**src/rtl/periph_pkg.sv**
```systemverilog
// Shared definitions for the peripheral receive path: default bus width,
// packer state encoding and a constant-evaluable ceil(log2) helper.
package periph_pkg;

    localparam int DATA_W_DEFAULT = 3;

    localparam logic [0:0] ST_FILL = 1'b0;
    localparam logic [0:0] ST_HOLD = 1'b1;

    function automatic int clog2(input int value);
        int result;
        result = 0;
        for (int i = 0; i < 31; i++) begin
            if ((1 << i) < value) result = i + 1;
        end
        return result;
    endfunction

endpackage

```
**src/rtl/periph_sync_fifo.sv**
```systemverilog
// Single-clock FIFO with first-word-fall-through read and a registered
// occupancy count from which full/empty are derived.
module periph_sync_fifo
    import periph_pkg::*;
#(
    parameter int DATA_W = DATA_W_DEFAULT,
    parameter int DEPTH  = 8
) (
    input  logic                   clk1,
    input  logic                   rst1,
    input  logic                   push,
    input  logic                   pop,
    input  logic [DATA_W-1:0]      wdata,
    output logic [DATA_W-1:0]      rdata,
    output logic [clog2(DEPTH):0]  level,
    output logic                   full,
    output logic                   empty
);

    localparam int AW    = clog2(DEPTH);
    localparam int LVL_W = AW + 1;

    logic [DATA_W-1:0] mem [DEPTH];
    logic [AW-1:0]     wptr;
    logic [AW-1:0]     rptr;
    logic              do_push;
    logic              do_pop;

    assign full    = (level == LVL_W'(DEPTH));
    assign empty   = (level == '0);
    assign do_push = push && !full;
    assign do_pop  = pop && !empty;
    assign rdata   = mem[rptr];

    // NOTE: storage is deliberately not reset; the pointers and level define which entries are live.
    always_ff @(posedge clk1) begin
        if (do_push) mem[wptr] <= wdata;
    end

    // DEPTH is a power of two, so the pointers wrap by natural overflow.
    always_ff @(posedge clk1) begin
        if (!rst1) begin
            wptr  <= '0;
            rptr  <= '0;
            level <= '0;
        end else begin
            if (do_push) wptr <= wptr + 1'b1;
            if (do_pop)  rptr <= rptr + 1'b1;
            case ({do_push, do_pop})
                2'b10:   level <= level + 1'b1;
                2'b01:   level <= level - 1'b1;
                default: level <= level;
            endcase
        end
    end

endmodule

```
**src/rtl/periph_rx_packer.sv**
```systemverilog
// Receive buffer: queues words from the peripheral handshake and packs PACK
// of them into one wide word, offered to the consumer under valid/ready.
module periph_rx_packer
    import periph_pkg::*;
#(
    parameter int DATA_W = DATA_W_DEFAULT,
    parameter int PACK   = 4,
    parameter int DEPTH  = 8
) (
    input  logic                        clk1,
    input  logic                        rst1,
    input  logic                        in_valid,
    input  logic [DATA_W-1:0]           in_data,
    output logic                        in_ready,
    input  logic                        flush,
    output logic                        out_valid,
    input  logic                        out_ready,
    output logic [DATA_W*PACK-1:0]      out_data,
    output logic [clog2(PACK+1)-1:0]    out_count,
    output logic [clog2(DEPTH):0]       level,
    output logic                        overflow
);

    localparam int CW = clog2(PACK + 1);

    logic [0:0]        state;
    logic [CW-1:0]     idx;
    logic [DATA_W-1:0] head;
    logic              full;
    logic              empty;
    logic              push;
    logic              pop;

    // Full comes from the registered level, so a same-cycle pop never frees a slot early.
    assign in_ready = !full;
    assign push     = in_valid && in_ready;
    assign pop      = (state == ST_FILL) && !empty;

    periph_sync_fifo #(
        .DATA_W (DATA_W),
        .DEPTH  (DEPTH)
    ) u_fifo (
        .clk1  (clk1),
        .rst1  (rst1),
        .push  (push),
        .pop   (pop),
        .wdata (in_data),
        .rdata (head),
        .level (level),
        .full  (full),
        .empty (empty)
    );

    // NOTE: all state here uses non-blocking assignments so every read sees the pre-edge value.
    always_ff @(posedge clk1) begin
        if (!rst1) begin
            state     <= ST_FILL;
            idx       <= '0;
            out_data  <= '0;
            out_count <= '0;
            out_valid <= 1'b0;
            overflow  <= 1'b0;
        end else begin
            if (in_valid && !in_ready) overflow <= 1'b1;

            if (state == ST_FILL) begin
                if (!empty) begin
                    out_data[idx*DATA_W +: DATA_W] <= head;
                    if (idx == CW'(PACK - 1)) begin
                        state     <= ST_HOLD;
                        out_valid <= 1'b1;
                        out_count <= CW'(PACK);
                    end else begin
                        idx <= idx + 1'b1;
                    end
                end else if (flush && idx != '0) begin
                    // Unused lanes are already zero: the pack register is cleared on every hand-off.
                    state     <= ST_HOLD;
                    out_valid <= 1'b1;
                    out_count <= idx;
                end
            end else if (out_ready) begin
                state     <= ST_FILL;
                idx       <= '0;
                out_data  <= '0;
                out_count <= '0;
                out_valid <= 1'b0;
            end
        end
    end

endmodule

```
**config.mk**
```make
export PLATFORM = sky130hd
export DESIGN_NAME = periph_rx_packer
export DESIGN_NICKNAME = d
export VERILOG_FILES = /design/src/rtl/periph_pkg.sv /design/src/rtl/periph_sync_fifo.sv /design/src/rtl/periph_rx_packer.sv
export SDC_FILE = /design/constraint.sdc
export NUM_CORES = 1
export LEC_CHECK = 0
export ABC_AREA = 1
export BUFFER_PORTS_ARGS = -buffer_cell sky130_fd_sc_hd__buf_2
export CAP_MARGIN = 20
export CORE_MARGIN = 5
export CORE_UTILIZATION = 40
export DETAILED_ROUTE_END_ITERATION = 16
export GPL_TIMING_DRIVEN = 0
export PLACE_DENSITY = 0.67
export SYNTH_ARGS = -nofsm -noshare
export SYNTH_HDL_FRONTEND = slang
export SYNTH_SLANG_ARGS = --single-unit
```
**constraint.sdc**
```tcl
create_clock -name clk1 -period 1.77 [get_ports clk1]
set_clock_uncertainty 0.05 [all_clocks]
set_input_delay 0.2655 -clock clk1 [delete_from_list [all_inputs] [get_ports clk1]]
set_output_delay 0.2655 -clock clk1 [all_outputs]
set_load 0.005 [all_outputs]
```
## Yosys cells after proc, flatten, opt, wreduce, memory -nomap -nowiden

Memory sizes are Yosys's and may differ from the RTL's. A register that Yosys moved wholly into a read port is not among the register bits.
Cells that the tools add are included.

- Register bits: 31
- Bits in writable memories: 24
- Output and inout port bits: 22
- Memories: 1

- Add/subtract/negate cells: 6
- $mul: 1
- Equality and inequality tests: 8
- Shift operators: 2
- Multiplexer cells: 27
- Bitwise gates (word level): 1
- Reductions and logical operators: 15

Memory list:

| memory | words | bits a word | read ports | clocked after memory_dff | wr ports | RTL line | text |
|---|---|---|---|---|---|---|---|
| u_fifo.mem | 8 | 3 | 1 | 1 | 1 | periph_sync_fifo.sv:23 | `logic [DATA_W-1:0] mem [DEPTH];` |

Operators with widths:

| operator | count |
|---|---|
| 12-bit 2-to-1 mux | 3 |
| 5-bit negation with 34-bit output | 1 |
| 3-bit by 34-bit variable shift with 12-bit output (first input constant) | 1 |
| 3-bit by 34-bit variable part select with 12-bit output | 1 |
| 3-bit 2-to-1 mux | 10 |
| 12-bit bitwise mux | 1 |
| 1-bit 2-to-1 mux | 12 |
| 3-bit by 1-bit adder with 3-bit output (second input constant) | 3 |
| 4-bit one-hot mux with 2 select lines | 1 |
| 1-bit logical AND | 6 |
| 2-bit != test (second input constant) | 3 |
| 3-bit AND reduction | 2 |
| 3-bit nonzero test | 2 |
| 3-bit by 2-bit multiplier with 5-bit output (second input constant) | 1 |
| 4-bit by 1-bit adder with 4-bit output (second input constant) | 1 |
| 4-bit equality test (second input constant) | 1 |
| 4-bit zero test | 1 |
| 4-bit by 1-bit subtractor with 4-bit output (second input constant) | 1 |
| 3-bit by 2-bit equality test with 1-bit output (second input constant) | 1 |
| 3-bit by 2-bit != test with 1-bit output (second input constant) | 1 |
| 2-bit by 1-bit equality test with 1-bit output (second input constant) | 1 |
| 2-bit equality test (second input constant) | 1 |
| 1-bit zero test | 2 |
| 2-bit AND reduction | 1 |
| 2 further kinds | 2 |

## Depth between registers and ports, before layout

Gate-level depths: netlist (run 1).

- Depth after elaboration: 6
- Mapped depth: 14
- Depth with buffers taken out: 14

## Hierarchy

From an unflattened synthesis (run 1), not the netlist that was laid out.

- Cell total of the unflattened synthesis: 346
- Area total of the unflattened synthesis: 2801.4 sq um

By module, submodules not included:

| module | times used | cells each | area an instance (sq um) | sequential area each (sq um) |
|---|---|---|---|---|
| periph_sync_fifo | 1 | 163 | 1644.1 | 980.9 |
| periph_rx_packer | 1 | 183 | 1157.4 | 420.4 |

## Worst setup path before layout (run 1)

OpenSTA, ideal clock, no wires.

- Path kind: register to register
- Start: register u_fifo.level[0]
- End: register u_fifo.level[2]
- Setup time: 0.115 ns
- Arrival time: 1.763 ns
- Data required time: 1.605 ns
- Setup slack: -0.159 ns
- Stages on the path, launching flop included: 14
- Path buffers: 0
- Period minus slack after synthesis: 1.929 ns
- Cell sequence: dfxtp_1 > nor2_4 > nand2_4 > nand2_4 > inv_2 > ha_1 > nand2_1 > inv_1 > nor2_2 > ha_1 > a21oi_1 > xnor2_1 > o21ai_0 > inv_1

- Cells in the longest elaborated chain, start to end: 6
- Elaborated cells between the ends (all ways): 14
- Classes of those cells: add/sub (2); eq/ne (3); mux (1); reduce/logical (8)

RTL lines:

| what | RTL line | text |
|---|---|---|
| start, declared | periph_sync_fifo.sv:15 | `output logic [clog2(DEPTH):0] level,` |
| start signal, assigned | periph_sync_fifo.sv:50 | `2'b10: level <= level + 1'b1;` |
| start signal, assigned | periph_sync_fifo.sv:51 | `2'b01: level <= level - 1'b1;` |
| start signal, assigned | periph_sync_fifo.sv:52 | `default: level <= level;` |
| 4-bit zero test (*) | periph_sync_fifo.sv:30 | `assign empty = (level == '0);` |
| 1-bit zero test (*) | periph_sync_fifo.sv:32, periph_rx_packer.sv:37 |  |
| 1-bit logical AND | periph_rx_packer.sv:37 | `assign pop = (state == ST_FILL) && !empty;` |
| 1-bit logical AND (*) | periph_sync_fifo.sv:32 | `assign do_pop = pop && !empty;` |
| via u_fifo.do_pop | periph_sync_fifo.sv:27 | `logic do_pop;` |
| 2-bit by 1-bit equality test with 1-bit output or 2-bit equality test (tied branches) | periph_sync_fifo.sv:49 | `case ({do_push, do_pop})` |
| 4-bit one-hot mux with 2 select lines or 2-bit nonzero test (tied branches) | n/a |  |

Mark *: on every way through the listed nets, which the timed path passes. The rest lies on a longest branch.
A chain may end at the register's enable or synchronous reset.

## Final worst setup path (run 1)

- Start: register u_fifo.level[1]
- End: register u_fifo.level[2]

Same word-level chain as after synthesis.

==> reports/results.ini, run 1 <==
[finish]
nets = 405
drive_gt1_frac = 0.3010
num_antenna_cells = 0
nFillCells = 637
final_core_util = 0.5193
area_growth_pct = 26.51
stdcell_count = 488

[power]
power_uw = 5777
p_per_area_mw_per_mm2 = 1637
leakage_uw = 0.001565
ir_drop_v = 0.0007325

[place]
dp_hpwl_um = 4077
io_buffers = 29
post-place-cells = 452
place_congestion = 0.8288
place_ws_ns = -0.1707

[detailed_routing]
ant_nets = 0
drt_iter0_drc = 137
viasPerCell = 4.590
drtPass1Iterations = 4
vias = 2240
wl_um = 5836
wl_per_cell_um = 11.96
drc_errors = 0

[die]
die_area_mm2 = 0.008742
io_pins = 30
die_w_um = 93.50
die_h_um = 93.50
core_mm2 = 0.006794
rows = 30
start_util = 0.4105

[critical_path]
criticalPathCategory = reg -> reg
reg2reg_slack_ns = -0.03
path_max_fanout = 7
crit_arrival_ns = 1.98
worstPathRequired_ns = 1.95
r2r_start = u_fifo.level[1]
cp-end-kind = flop
cp-start-kind = flop
r2r-end = u_fifo.level[2]
r2r_cells = 13

[worst_hold_path]
hold_depth = 1
worstHoldStart = in_data[0]
hold_path.class = in -> reg
min_to = u_fifo.mem[3][0]

[outcome]
violations = setup timing
status = finished with violations

[cts]
worstSkewPairLatency_ns = 0.34
htreeDepth = 3
cts_tree = yes
cts_inserted_buffers = 9
clkSinkCount = 58
clockBufferDepth = 2
cts_root_buf = clkbuf_8
clk_pin_slew_ns = 0.07

[global_route]
grt_pass1_wl_um = 9535
grt_start_max_net_pins = 11
antenna_found_initial = 0
grt_usage = 0.1413
overflow = 0
grt_pass1_vias = 2056

[timing]
fin_crit_sh = 1.015
slew_viol_final = 0
worstMarginPinSlew_ns = 0.6394
rsz0062_at_grt = yes
slew_headroom = 0.5737
max_clock_freq_mhz = 556.5
setup_viol = 1
layout_setup_ws_ns = -0.02709
hold_viol = 0
fin_crit_ns = 1.797

[synth]
synthMostInstantiatedCell = nand2_1
synth_top_cells_by_area = edfxtp_1, dfxtp_1, nand2_1
synthTopCellsByCount = nand2_1, inv_1, dfxtp_1
syn-cell-area_mm2 = 0.002789
synthArstFlopShare = 0
synth_ff_type = dfxtp_1
yosysTopAreaCellShare = 0.2584
synth.avg_cell_area_um2 = 8.529
synth-edff-count = 24
syn_inst = 327
synth_area_leader_cell = edfxtp_1
synth-seq-cells = 58
ys_types = 30
yosysWarnings = 0
syn-num-nets = 345
ys_seq_area_frac = 0.5025

[job]
drv_cap = 0

## how the worst max path moves through the flow
stage / from / to / slack, ns
floorplan: u_fifo.level[1] / u_fifo.level[2] / -0.03
global placement: u_fifo.level[1] / u_fifo.level[2] / -0.15
detailed placement: u_fifo.level[1] / u_fifo.level[2] / -0.17
CTS: u_fifo.level[0] / u_fifo.level[2] / -0.05
global route: u_fifo.level[1] / u_fifo.level[2] / -0.11
finish: u_fifo.level[1] / u_fifo.level[2] / -0.03
## placed cells by master (no fill, tap or decap), types with 2 or more instances in the layout
cell	n
buf_2	31
a21oi_1	20
nand2_1	79
buf_6	2
ha_1	7
inv_2	5
nand4_1	4
nand3_4	4
inv_4	2
dfxtp_1	28
dfxtp_4	2
o21ai_0	7
a21oi_2	8
clkbuf_8	10
dfxtp_2	4
nand2_4	4
nand3_2	2
buf_4	20
nor2_4	7
inv_1	47
o21ai_1	2
nor2_1	18
nor2_2	2
clkbuf_1	4
ha_4	3
clkinv_1	2
nand3_1	29
edfxtp_1	24
nand2_2	4
## layer usage
layer,routed length (um),track usage
met1,2669,0.1713
met2,2847,0.2299
met3,241,0.04103
met4,78,0.06593
met5,0,0
## stage by stage
| step | setup TNS (ns) | instance area (um^2) | hold slack [ns] |
|---|---|---|---|
| after floorplan | -0.02814 | 2826 | 0.3144 |
| after global placement | -0.9609 | 3092 | 0.3855 |
| after detailed placement | -1.136 | 3092 | 0.3882 |
| after CTS | -0.04825 | 3381 | 0.1638 |
| after global routing | -0.5949 | 3528 | 0.1869 |
| final | -0.02709 | 3528 | 0.1691 |
## power breakdown
| group | internal [uW] | switching, uW | total (uW) | leakage [uW] |
|---|---|---|---|---|
| logic | 1200 | 1610 | 2820 | 0.000971 |
| clock network | 677 | 489 | 1170 | 0.0000954 |
| registers | 1630 | 170 | 1800 | 0.000499 |
| total | 3510 | 2270 | 5780 | 0.00156 |
## cell families after synthesis
logic type	Yosys count	synth area share
XOR/XNOR	1	0.003141
AND/OR/NAND/NOR	157	0.2777
AO/OA/AOI/OAI	40	0.08165
flip-flops	58	0.5025
buffers and inverters	61	0.09017
adder cells (fa/ha/maj)	10	0.04486
## cell type report
type                       count  area [um^2]  share of cell area
sequential                    58         1414              0.4007
buffer                         6        40.04             0.01135
tap                           96        120.1             0.03404
clock buffer                  12        145.1             0.04113
multi-input combinational    208         1255              0.3557
clock inverter                 4        42.54             0.01206
timing repair buffer          49        295.3             0.08369
inverter                      55        216.5             0.06135
## worst max-delay path: stages, from the launching register on
cell and delay [ns]:
dfxtp_4 0.35, nor2_4 0.18, nand2_4 0.08, nand2_4 0.08, inv_6 0.05, ha_4 0.18, nand2_4 0.06, inv_2 0.04
nor2_4 0.13, ha_4 0.16, a21oi_4 0.03, xnor2_1 0.13, o21ai_1 0.13, inv_1 0.05
## state kept, by name, indices dropped and copies added (netlist names), named ones only
signal	flops
out_count	3
u_fifo.rptr	3
state	1
idx	3
u_fifo.wptr	3
u_fifo.level	4
out_valid	1
out_data	12
u_fifo.mem	24
overflow	1
## timing repair
item / CTS / global route
hold buffers: 0 / 0
setup buffers: 9 / 12
resized for setup: 9 / 14
setup endpoints to repair: 12 / 15
pin swaps: 2 / 16
(Power assumes the default switching activity.)
==> run 2: changes to the inputs <==
Settings changed: SYNTH_HIERARCHICAL from default to 1.
==> run 2 against run 1 <==
The flow still finishes with violations (setup timing). First-iteration DRC count grew 37%. Sequential power grew 3%. Worst setup slack lost 0.13 ns. Global-route usage grew 0.86 points. Final cell count grew 3.7%. Critical path type unchanged. Sequential share of layout area shrank 1.9 points. Largest cell class unchanged. Critical endpoint is now u_fifo/level[2].
==> reports/results.ini, run 2 <==
[outcome]
status = finished with violations
violations = setup timing

[critical_path]
cp-start-kind = flop
r2r_start = u_fifo/level[0]
cp-end-kind = flop
criticalPathCategory = reg -> reg
crit_top_cell = nor2_4
crit_arrival_ns = 2.10
r2r-end = u_fifo/level[2]
r2r_cells = 14
path_max_fanout = 3
reg2reg_slack_ns = -0.15
max_stage_delay_ns = 0.35
path_cells = nor2_4 -> nand3_4 -> inv_4 -> nor2_4 -> nand2_4 -> inv_4 -> ha_4 -> nor2_4 -> nor2_4 -> ha_4 -> a21oi_4 -> xnor2_1 -> o21ai_1 -> inv_1
worstPathRequired_ns = 1.95
crit_path_top_delay_cell = dfxtp_4

[finish]
reg_top3 = u_fifo/mem x24, out_data x12, u_fifo/level x4
most-common-layout-cells = nor2_1, nand2_1, inv_1
nets = 424
stdcell_area_mm2 = 0.003722
mostFrequentLayoutCell = nor2_1
top_register = u_fifo/mem
final_core_util = 0.5479
drive_gt1_frac = 0.3049
num_antenna_cells = 0
largest_register_ffs = 24
area_growth_pct = 32.87

[global_route]
grt_pass1_vias = 2291
overflow = 0
grt_pass1_wl_um = 10280
antenna_found_initial = 0
grt_usage = 0.1499
grt_start_max_net_pins = 12

[job]
drv_cap = 0

[die]
die_area_mm2 = 0.008777
start_util = 0.4123
die_h_um = 93.69
core_mm2 = 0.006794
rows = 30
die_w_um = 93.69
io_pins = 30

[synth]
synthMostInstantiatedCell = nor2_1
syn_inst = 346
yosysWarnings = 6
synth.avg_cell_area_um2 = 8.097
synth_top_cells_by_area = edfxtp_1, dfxtp_1, nor2_1
synth-edff-count = 24
syn-num-nets = 365
synth_ff_type = dfxtp_1
synth_area_leader_cell = edfxtp_1
synthTopCellsByCount = nor2_1, nand2_1, inv_1
synth-seq-cells = 58
ys_types = 29
syn-cell-area_mm2 = 0.002801
ys_seq_area_frac = 0.5002
synthArstFlopShare = 0
yosysTopAreaCellShare = 0.2573

[cts]
clockBufferDepth = 2
hold_buffers = 0
cts_tree = yes
cts_root_buf = clkbuf_8
htreeDepth = 3
cts_inserted_buffers = 9
clkSinkCount = 58
worstSkewPairLatency_ns = 0.33
clk_pin_slew_ns = 0.07

[power]
ir_drop_v = 0.0009065
p_per_area_mw_per_mm2 = 1866
leakage_uw = 0.001681

[worst_hold_path]
worstHoldStart = in_valid
hold_depth = 3
min_to = overflow
hold_path.class = in -> reg

[detailed_routing]
wl_met2_um = 2931
ant_nets = 0
drtPass1Iterations = 4
vias = 2402
top_layer = met4
wl_per_cell_um = 12.20
wl_um = 6173
wl_met3_um = 329
drt_iter0_drc = 188
met1_length_um = 2782
drc_errors = 0
viasPerCell = 4.747

[timing]
setup_viol = 2
rsz0062_at_grt = yes
max_clock_freq_mhz = 520.1
fin_crit_ns = 1.923
slew_viol_final = 0
layout_setup_ws_ns = -0.1526
fin_crit_sh = 1.086
slew_headroom = 0.7399
worstMarginPinSlew_ns = 0.3892
hold_viol = 0

[place]
place_congestion = 0.8786
dp_hpwl_um = 4148
io_buffers = 29
place_ws_ns = -0.2282
dpl_cell_area_mm2 = 0.003127

run 2: final cells by class:
cell class / count / area [um^2]
flip-flops and latches: 58 / 1420
fillers: 598 / 3072
well taps: 96 / 120.1
clock inverters: 7 / 141.4
clock buffers: 9 / 123.9
plain buffers: 6 / 51.30
multi-input cells: 230 / 1368
repair buffers: 48 / 295.3
inverters: 52 / 202.7
run 2: logic make-up (layout without fill, tap and decap cells):
kind of cell,Yosys count,after routing,synth area share
adder cells (fa/ha/maj),11,11,0.04913
multiplexers,3,3,0.01072
XOR/XNOR,3,3,0.009381
AO/OA/AOI/OAI,57,57,0.1099
flip-flops,58,58,0.5002
AND/OR/NAND/NOR,156,156,0.2394
buffers and inverters,58,122,0.08129
run 2: critical path: cells and delay by family (launching register included):
| family | cells | cell delay, ns |
|---|---|---|
| and+or+nand+nor | 6 | 0.57 |
| DFF | 1 | 0.35 |
| adders and majority gates | 2 | 0.33 |
| xor gates and xnor gates | 1 | 0.08 |
| AOI/OAI and AO/OA | 2 | 0.25 |
| buffers and inverters | 3 | 0.18 |
run 2: what timing repair did:
item                                   CTS  global route
setup buffers                           16             3
pin swaps                                9            18
setup endpoints to repair               15            19
endpoints found under the hold margin    0             0
gates resized for setup                  8            41
cloned                                   0             0
run 2: power by group:
group / total [uW] / switching [uW] / internal [uW]
Clock: 1620 / 540 / 1080
Combinational: 3460 / 1970 / 1500
Sequential: 1860 / 182 / 1680
Total: 6940 / 2690 / 4250
run 2: routing by layer:
layer,track usage,vias to the layer above
li1,-,1236
met1,0.1824,1085
met2,0.2371,69
met3,0.04808,12
met4,0.07581,0
met5,0,-
run 2: how the worst max path moves through the flow:
stage                    startpoint               to  slack, ns  cells past startpoint
finish              u_fifo/level[0]  u_fifo/level[2]      -0.15                     14
global route        u_fifo/level[0]  u_fifo/level[2]      -0.27                     14
CTS                 u_fifo/level[1]  u_fifo/level[2]      -0.13                     14
detailed placement  u_fifo/level[0]  u_fifo/level[2]      -0.23                     15
global placement    u_fifo/level[0]  u_fifo/level[2]      -0.18                     15
floorplan           u_fifo/level[0]  u_fifo/level[2]      -0.05                     15
run 2: through the flow:
stage | hold WS, ns | TNS [ns] | cells | power (uW)
finish | 0.1252 | -0.2205 | 506 | 6944
detailed placement | 0.4098 | -1.966 | 471 | 4417
global route | 0.1620 | -0.5029 | 506 | 7475
CTS | 0.1108 | -0.1930 | 503 | 6446
global placement | 0.4027 | -1.668 | 471 | 4350
floorplan | 0.3144 | -0.05247 | 346 | 3812
==> run 3: changes to the inputs <==
Settings changed: ABC_AREA 1 to default.
==> run 3 against run 2 <==
The run still ends with setup timing left. Sequential cell count unchanged. Sequential share of layout area grew 2.1 points. Utilization hardly changed. Area after synthesis down 4.1%. Worst hold slack better by 0.019 ns. Non-clock buffer count is 6 higher. Critical path type unchanged. Critical endpoint unchanged. Largest cell class unchanged.
==> reports/results.ini, run 3 <==
[outcome]
status = finished with violations
violations = setup timing

[critical_path]
r2r_cells = 11
path_max_fanout = 5
cp-start-kind = flop
path_cells = or4b_4 -> inv_4 -> nor2b_4 -> nand2_4 -> ha_4 -> xor2_1 -> ha_2 -> a21oi_2 -> xor2_1 -> or3_1 -> a21boi_1
crit_arrival_ns = 2.60
reg2reg_slack_ns = -0.62
criticalPathCategory = reg -> reg
crit_top_cell = xor2_1
r2r_start = u_fifo/level[0]
worstPathRequired_ns = 1.98
max_stage_delay_ns = 0.59
cp-end-kind = flop
crit_path_top_delay_cell = or4b_4
r2r-end = u_fifo/level[2]
critical_path.startpoint = u_fifo/level[0]

[timing]
setup_viol = 19
slew_headroom = 0.5985
slew_viol_final = 0
finalSetupTns_ns = -4.866
max_clock_freq_mhz = 418.2
whs_ns = 0.1439
layout_setup_ws_ns = -0.6212
worstMarginPinSlew_ns = 0.6022
fin_crit_sh = 1.351
hold_viol = 0
rsz0062_at_grt = yes
fin_crit_ns = 2.391

[synth]
syn_inst = 221
syn-num-nets = 240
synth.avg_cell_area_um2 = 12.16
synth-edff-count = 24
yosysTopAreaCellShare = 0.2682
synth_top_cells_by_area = edfxtp_1, dfxtp_1, ha_1
synth-seq-cells = 58
ys_seq_area_frac = 0.5214
syn-cell-area_mm2 = 0.002688
synth_area_leader_cell = edfxtp_1
synth_ff_type = dfxtp_1
synthArstFlopShare = 0
ys_types = 55
synthTopCellsByCount = dfxtp_1, edfxtp_1, nand3_1
synthMostInstantiatedCell = dfxtp_1
yosysWarnings = 6

[power]
ir_drop_v = 0.0008816
pwr-share-comb = 0.451
p_int_uw = 3462
leakage_uw = 0.001328
power_uw = 5290
switchingPower_uw = 1828
p_per_area_mw_per_mm2 = 1496
pwr-share-seq = 0.336
swShare = 0.3455
pwr-share-clk = 0.213

[die]
die_w_um = 91.97
rows = 29
die_h_um = 91.97
start_util = 0.4161
io_pins = 30
core_mm2 = 0.006459
die_area_mm2 = 0.008458

[global_route]
grt_pass1_wl_um = 9653
grt_usage = 0.1470
grt_start_max_net_pins = 11
overflow = 0
antenna_found_initial = 0
grt_pass1_vias = 1936

[detailed_routing]
drtPass1Iterations = 4
viasPerCell = 5.333
wl_per_cell_um = 15.98
wl_um = 5849
drt_iter0_drc = 113
ant_nets = 0
drc_errors = 0
vias = 1952

[worst_hold_path]
hold_depth = 3
hold_path.class = in -> reg
min_to = overflow
worstHoldStart = in_valid

[finish]
mostFrequentLayoutCell = buf_2
largest_register_ffs = 24
area_growth_pct = 31.61
stdcell_area_mm2 = 0.003537
most-common-layout-cells = buf_2, dfxtp_1, edfxtp_1
drive_gt1_frac = 0.4394
top_register = u_fifo/mem
nets = 303
final_core_util = 0.5477
num_antenna_cells = 0
reg_top3 = u_fifo/mem x24, out_data x12, u_fifo/level x4
nFillCells = 559

[cts]
hold_buffers = 0
clockBufferDepth = 2
worstSkewPairLatency_ns = 0.33
clk_pin_slew_ns = 0.06
htreeDepth = 3
clkSinkCount = 58
cts_inserted_buffers = 9
cts_tree = yes
cts_root_buf = clkbuf_8

[place]
dpl_cell_area_mm2 = 0.003018
dp_hpwl_um = 3904
io_buffers = 29
place_congestion = 0.7888

[job]
drv_cap = 0

==> run 3: changes by cell type in the layout (fill, tap and decap cells not counted), moves of 7 or more <==
cell,previous run,this run
nand2_1,53,8
nor2_1,62,3
o21ai_0,29,2
inv_1,40,5
inv_2,9,2
==> run 3: layout make-up <==
cell class / count / area [um^2] / share of cell area
multi-input cells: 145 / 1406 / 0.3976
inverters: 10 / 45.04 / 0.01273
clock buffers: 12 / 135.1 / 0.03820
plain buffers: 7 / 45.04 / 0.01273
clock inverters: 4 / 42.54 / 0.01203
flip-flops and latches: 58 / 1423 / 0.4022
well taps: 77 / 96.34 / 0.02724
repair buffers: 53 / 344.1 / 0.09728
==> run 3: metal layers <==
| layer | share of wire | global-route usage |
|---|---|---|
| met5 | 0 | 0 |
| met4 | 0.014 | 0.06683 |
| met3 | 0.044 | 0.04501 |
| met2 | 0.48 | 0.2336 |
| met1 | 0.46 | 0.1841 |
==> run 3: cells by family after synthesis <==
kind of cell,Yosys count,synth area share
AND/OR/NAND/NOR,73,0.1676
flip-flops,58,0.5214
AO/OA/AOI/OAI,41,0.1285
buffers and inverters,18,0.03026
multiplexers,14,0.08147
adder cells (fa/ha/maj),11,0.05121
XOR/XNOR,6,0.01956
==> run 3: timing repair <==
| item | 4_1_cts | 5_1_grt |
|---|---|---|
| endpoints found under the setup margin | 35 | 47 |
| gates resized for setup | 28 | 18 |
| pin swaps | 11 | 15 |
| buffers inserted | 15 | 10 |
==> run 3: metrics by stage <==
step / instances / setup slack (ns)
after CTS: 357 / -0.5754
after floorplan: 221 / -0.5862
after detailed placement: 327 / -0.7871
after global routing: 366 / -0.7426
after global placement: 327 / -0.7200
final: 366 / -0.6212
==> run 3: power groups by stage <==
stage                     Sequential, uW  Combinational, uW  Clock [uW]
after CTS                           1780               2120        1160
after global routing                1800               2580        1220
after detailed placement            1810               1770           0
after global placement              1800               1730           0
after floorplan                     1780               1380           0
final                               1780               2390        1130
==> run 3: worst max path at each step <==
stage | end | slack [ns] | depth (start not counted)
2_1_floorplan | u_fifo/level[2] | -0.59 | 11
3_3_place_gp | u_fifo/level[2] | -0.72 | 12
3_5_place_dp | u_fifo/level[2] | -0.79 | 12
4_1_cts | u_fifo/level[2] | -0.58 | 12
5_1_grt | u_fifo/level[2] | -0.74 | 12
6_report | u_fifo/level[2] | -0.62 | 11
==> run 3: worst max-delay path: cells and delay by family (launching register included) <==
kind	cells	cell delay, ns
XOR/XNOR	2	0.32
buffers and inverters	1	0.09
AND/OR/NAND/NOR	4	1.00
flip-flops	1	0.36
adder cells (fa/ha/maj)	2	0.32
AO/OA/AOI/OAI	2	0.18
